`config.mk`:
```
export PLATFORM = sky130hd
export DESIGN_NAME = sipo_framer
export DESIGN_NICKNAME = d
export VERILOG_FILES = /design/src/rtl/sipo_framer.sv
export SDC_FILE = /design/constraint.sdc
export NUM_CORES = 1
export LEC_CHECK = 0
export BUFFER_PORTS_ARGS = -buffer_cell sky130_fd_sc_hd__buf_4
export CORE_MARGIN = 1
export CORE_UTILIZATION = 47
export DETAILED_ROUTE_END_ITERATION = 7
export PLACE_DENSITY = 0.73
export SYNTH_ARGS = -nofsm -noshare
export SYNTH_HDL_FRONTEND = slang
export SYNTH_SLANG_ARGS = --single-unit
```
`constraint.sdc`:
```
create_clock -name clk -period 1.1 [get_ports clk]
set_input_delay 0.22 -clock clk [delete_from_list [all_inputs] [get_ports clk]]
set_output_delay 0.22 -clock clk [all_outputs]
set_load 0.03 [all_outputs]
```
`src/rtl/sipo_framer.sv`:
```
// Serial-in/parallel-out framer: gathers DATA_W bits on shift_en into a
// registered frame with a one-deep valid/ready output buffer and a sticky overrun flag.
module sipo_framer #(
  parameter int DATA_W    = 8,
  parameter int LSB_FIRST = 1,
  localparam int CW       = $clog2(DATA_W + 1)
) (
  input  logic              clk,
  input  logic              nrst,
  input  logic              clear,
  input  logic              shift_en,
  input  logic              data_i,
  output logic [DATA_W-1:0] frame_o,
  output logic              valid_o,
  input  logic              ready_i,
  output logic              overrun_o,
  output logic [CW-1:0]     bit_cnt_o
);

  typedef enum logic {EMPTY = 1'b0, FULL = 1'b1} state_t;

  state_t            state_q, state_d;
  logic [DATA_W-1:0] sr_q, sr_nxt;
  logic [CW-1:0]     cnt_q;
  logic              done, load, ovr_set;

  generate
    if (LSB_FIRST != 0) begin : g_lsb
      assign sr_nxt = {data_i, sr_q[DATA_W-1:1]};
    end else begin : g_msb
      assign sr_nxt = {sr_q[DATA_W-2:0], data_i};
    end
  endgenerate

  assign done = shift_en && (cnt_q == CW'(DATA_W - 1));

  always_comb begin
    state_d = state_q;
    load    = 1'b0;
    ovr_set = 1'b0;
    case (state_q)
      EMPTY: if (done) begin
        state_d = FULL;
        load    = 1'b1;
      end
      FULL: begin
        if (done) begin
          // A completion while full survives only if the held frame is taken now
          if (ready_i) load    = 1'b1;
          else         ovr_set = 1'b1;
        end else if (ready_i) begin
          state_d = EMPTY;
        end
      end
      default: state_d = EMPTY;
    endcase
  end

  always_ff @(posedge clk or negedge nrst) begin
    if (!nrst) begin
      state_q   <= EMPTY;
      sr_q      <= '0;
      cnt_q     <= '0;
      frame_o   <= '0;
      overrun_o <= 1'b0;
    end else if (clear) begin
      state_q   <= EMPTY;
      sr_q      <= '0;
      cnt_q     <= '0;
      frame_o   <= '0;
      overrun_o <= 1'b0;
    end else begin
      state_q <= state_d;
      if (shift_en) begin
        sr_q  <= sr_nxt;
        cnt_q <= done ? '0 : cnt_q + CW'(1);
      end
      if (load)    frame_o   <= sr_nxt;
      if (ovr_set) overrun_o <= 1'b1;
    end
  end

  assign valid_o   = (state_q == FULL);
  assign bit_cnt_o = cnt_q;

endmodule

```
# After elaboration in Yosys (flattened, before gate mapping)
# Index checks and enable logic that the tools add are counted.
totals:
  elab_cells: 31
  regBits: 22
  inputBits: 6
op_classes:
  n_addsub: 1
  reduce_logical: 4
  eq_ne: 1
  mux: 19
  bitwise_logic: 1
op_table:
  columns: ["op", "count"]
  rows:
  - ["two-way mux 8 bit", 4]
  - ["two-way mux 4 bit", 3]
  - ["two-way mux 1 bit", 10]
  - ["nonzero test 2 bit", 3]
  - ["adder 4 x 1 -> 4 bit (second input constant)", 1]
  - ["== test 4 x 3 -> 1 bit (second input constant)", 1]
  - ["case mux 1 bit (2 select lines)", 2]
  - ["logical AND 1 bit", 1]
  - ["inverter 1 bit", 1]

# Logic depth before layout (Yosys ltp)
depth:
  word_depth: 6
  depth_mapped: 5
  ltp_nobuf: 4

# Worst setup path before layout
# No wires, ideal clock.
synth_timing:
  kind: "register to register"
  start: "reg cnt_q[0] (netlist: bit_cnt_o[0])"
  end: "reg frame_o[0]"
  slack_ns: -0.356
  period_less_slack_ns: 1.456
  arrival_ns: 1.376
  stages_incl_launch_ff: 6
  setup_time_ns: 0.079
  path_buffers: 1
  path_cell_list: "dfrtp_1 ha_1 nand4b_2 nor2b_2 buf_6 mux2i_1"
synth_between:
  elab_chain_len: 5
  elab_cells_between_ends: 6
  cone_classes: "eq/ne (1); mux (3); reduce/logical (2)"
synth_lines:
  columns: ["element", "line", "rtl"]
  rows:
  - ["start: declaration", "24", "logic [CW-1:0] cnt_q;"]
  - ["start signal: assignment", "76", "cnt_q <= done ? '0 : cnt_q + CW'(1);"]
  - ["== test 4 x 3 -> 1 bit *", "35", "assign done = shift_en && (cnt_q == CW'(DATA_W - 1));"]
  - ["logical AND 1 bit *", "35", null]
  - ["two-way mux 1 bit, on equally long branches", "47, 42", null]
  - ["case mux 1 bit (2 select lines) *", "41", "case (state_q)"]
  - ["nonzero test 2 bit (no source line) *", null, null]
  - ["end signal: assignment", "78", "if (load) frame_o <= sr_nxt;"]
  - ["end: declaration", "13", "output logic [DATA_W-1:0] frame_o,"]
# Every way passes the cells marked *; elsewhere a longest branch is shown, timed or not.
# A chain may end at the register's enable or synchronous reset.

# Worst setup path after layout
layout_timing:
  start: "reg cnt_q[0] (netlist: bit_cnt_o[0])"
  end: "reg frame_o[1]"
# The elaborated chain is that of the path after synthesis.

==> flow_summary.yaml <==
run_status:
  outcome: "finished with violations"
  violations: "negative setup slack"
timing:
  maxSlewViolCount: 0
  finalHoldViolations: 0
  fin_crit_sh: 1.15
  fin_skew_ns: 0.00301
  final-setup-viol-count: 17
  fin_crit_ns: 1.27
  rsz0062_at_grt: "true"
  slew_headroom: 0.824
  timing.final.ws_setup_ns: -0.166
  holdWs_ns: 0.191
  worst_pin_slew_ns: 0.264
  max_freq_mhz: 790
logic_synthesis:
  synthCells: 83
  syn_avg_cell_area_um2: 11.6
  syn_nets: 90
  synth-seq-area-share: 0.545
  yosys_warnings: 0
  synth_cell_type_count: 18
  synth_area_leaders: "dfrtp_1, mux2i_1, nand2b_1"
  synth_top_area_frac: 0.545
  syn_area_um2: 965
  synth_top_cell_by_area: "dfrtp_1"
  synthTopCellsByCount: "dfrtp_1, nand2b_1, mux2i_1"
  ys_ff_latch: 21
  synth_edf_count: 0
  synth_flop_cell: "dfrtp_1"
  synth_async_sr_flop_share: 1.00
  synth_most_common_cell: "dfrtp_1"
setup_path:
  max_stage_delay_ns: 0.42
  crit_slowest_cell: "dfrtp_2"
  cp-start-kind: "flip-flop"
  cp-end-kind: "flip-flop"
  worstPathCellList: "ha_4, nand4b_4, nor2b_4, buf_12, mux2i_2"
  critPathArrivalTime_ns: 1.48
  crit_required_ns: 1.31
  path_class: "reg2reg"
  crit_fanout: 8
placement:
  hpwl_mm: 1.10
  port_buffers: 19
  dpl_worst_slack_ns: -0.152
  gp_congestion: 0.791
  dp.cells: 131
floorplan:
  start_util: 0.497
  die_x_um: 47.3
  die_h_um: 47.3
  io_pins: 20
  die_area_um2: 2240
  core-area_um2: 1940
  rows: 16
hold_path:
  hold_path.class: "in2reg"
detailed_routing:
  drt_pass1_iterations: 1
  via_per_inst: 4.70
  vias: 662
  wl_met1_um: 771
  highest_layer: "met4"
  wl_met3_um: 33
  dr_wl_met2_um: 862
  drc: 0
  drt_wl_total_mm: 1.68
  drtIter0Drc: 0
  wl_per_cell_um: 11.9
  ant_nets: 0
global_route:
  overflow: 0
  grt_pass1_wl_mm: 2.50
  grt_pass1_vias: 560
  grt_max_degree: 30
  grt_use_total: 0.155
  antenna_found_initial: 0
clocking:
  cts_tree: "built"
  insertion_delay_ns: 0.28
  cts_buffers: 3
  clock_path_buffers: 2
  htree_levels: 1
  cts_sinks: 21
  clkTransAtPathRegs_ns: 0.11
  root_buffer: "clkbuf_4"
finish:
  drive_gt1_frac: 0.386
  final_cells: 141
  fillCellCount: 153
  antenna_cells: 0
  area_growth_syn_to_layout_pct: 39.7
  layout.nets: 122
power:
  max-vdd-ir-drop_uv: 1210
  p_per_area_nw_per_um2: 949
  total_power_mw: 1.28
  p_leak_nw: 0.646
flow_run:
  maxCapViolations: 0
-- critical path: cells and delay by family, from the launching register on --
family | cells | cell delay (ns)
flops | 1 | 0.42
simple gates | 2 | 0.26
mux | 1 | 0.21
fa+ha+maj | 1 | 0.16
buf+inv | 1 | 0.14
-- final cells by class --
type	instances	area (um2)	area share
clock buffers	4	26.3	0.0195
multi-input cells	57	447	0.331
flip-flops and latches	21	529	0.393
well taps	27	33.8	0.0251
repair buffers	32	312	0.231
-- metal layers --
metal  vias up  global-route usage
li1        334                   -
met1       319               0.231
met2         7               0.247
met3         2              0.0231
met4         0              0.0171
met5         -                   0
-- cells in the final DEF, fill, tap and decap left out, types with 2 or more instances in the layout --
| master | instances |
|---|---|
| nand2b_1 | 18 |
| nor2_1 | 9 |
| buf_4 | 15 |
| buf_6 | 15 |
| a21oi_1 | 2 |
| clkbuf_4 | 3 |
| dfrtp_1 | 18 |
| dfrtp_2 | 3 |
| mux2i_1 | 15 |
-- registers in the layout, indices dropped and copies added, names as in the netlist --
name	count
bit_cnt_o	4
overrun_o	1
valid_o	1
frame_o	8
sr_q	7
-- through the flow --
step                 util  area, um2  TNS, ns
global route        0.694       1350    -3.00
detailed placement  0.618       1200    -1.06
CTS                 0.664       1290    -1.78
finish              0.694       1350    -1.83
global placement    0.618       1200   -0.634
floorplan               -        990    -1.48
-- path summary, 6_finish.rpt --
| check | start | endpoint | slack [ns] | depth (start not counted) |
|---|---|---|---|---|
| setup / recovery | bit_cnt_o[0] | frame_o[1] | -0.17 | 5 |
| hold / removal | data_i | sr_q[7] | 0.19 | 3 |
| setup reg to reg | bit_cnt_o[0] | frame_o[1] | -0.17 | 5 |
| hold reg to reg | overrun_o | overrun_o | 0.54 | 1 |
| max in group asynchronous | nrst | bit_cnt_o[0] | 0.53 | 2 |
| min in group asynchronous | nrst | frame_o[6] | 0.34 | 2 |
-- logic make-up (layout without fill, tap and decap cells) --
kind of cell	count (synthesis)	after routing	synth area share
fa+ha+maj	1	1	0.0130
simple gates	35	35	0.209
xor+xnor	1	1	0.00908
buf+inv	5	36	0.0324
mux	16	16	0.166
compound gates	4	4	0.0259
flops	21	21	0.545
-- power breakdown --
group          total, mW  internal, mW  switching, mW
clock              0.349         0.140          0.209
sequential         0.794         0.783         0.0115
combinational      0.136        0.0670         0.0689
-- repair_timing --
action,4_1_cts,5_1_grt
setup endpoints to repair,15,24
gates resized for setup,8,12
hold buffers,1,0
setup buffers,3,2
hold endpoints to repair,21,0
pin swaps,1,2
No activity file was read; power rests on OpenSTA's default activity.
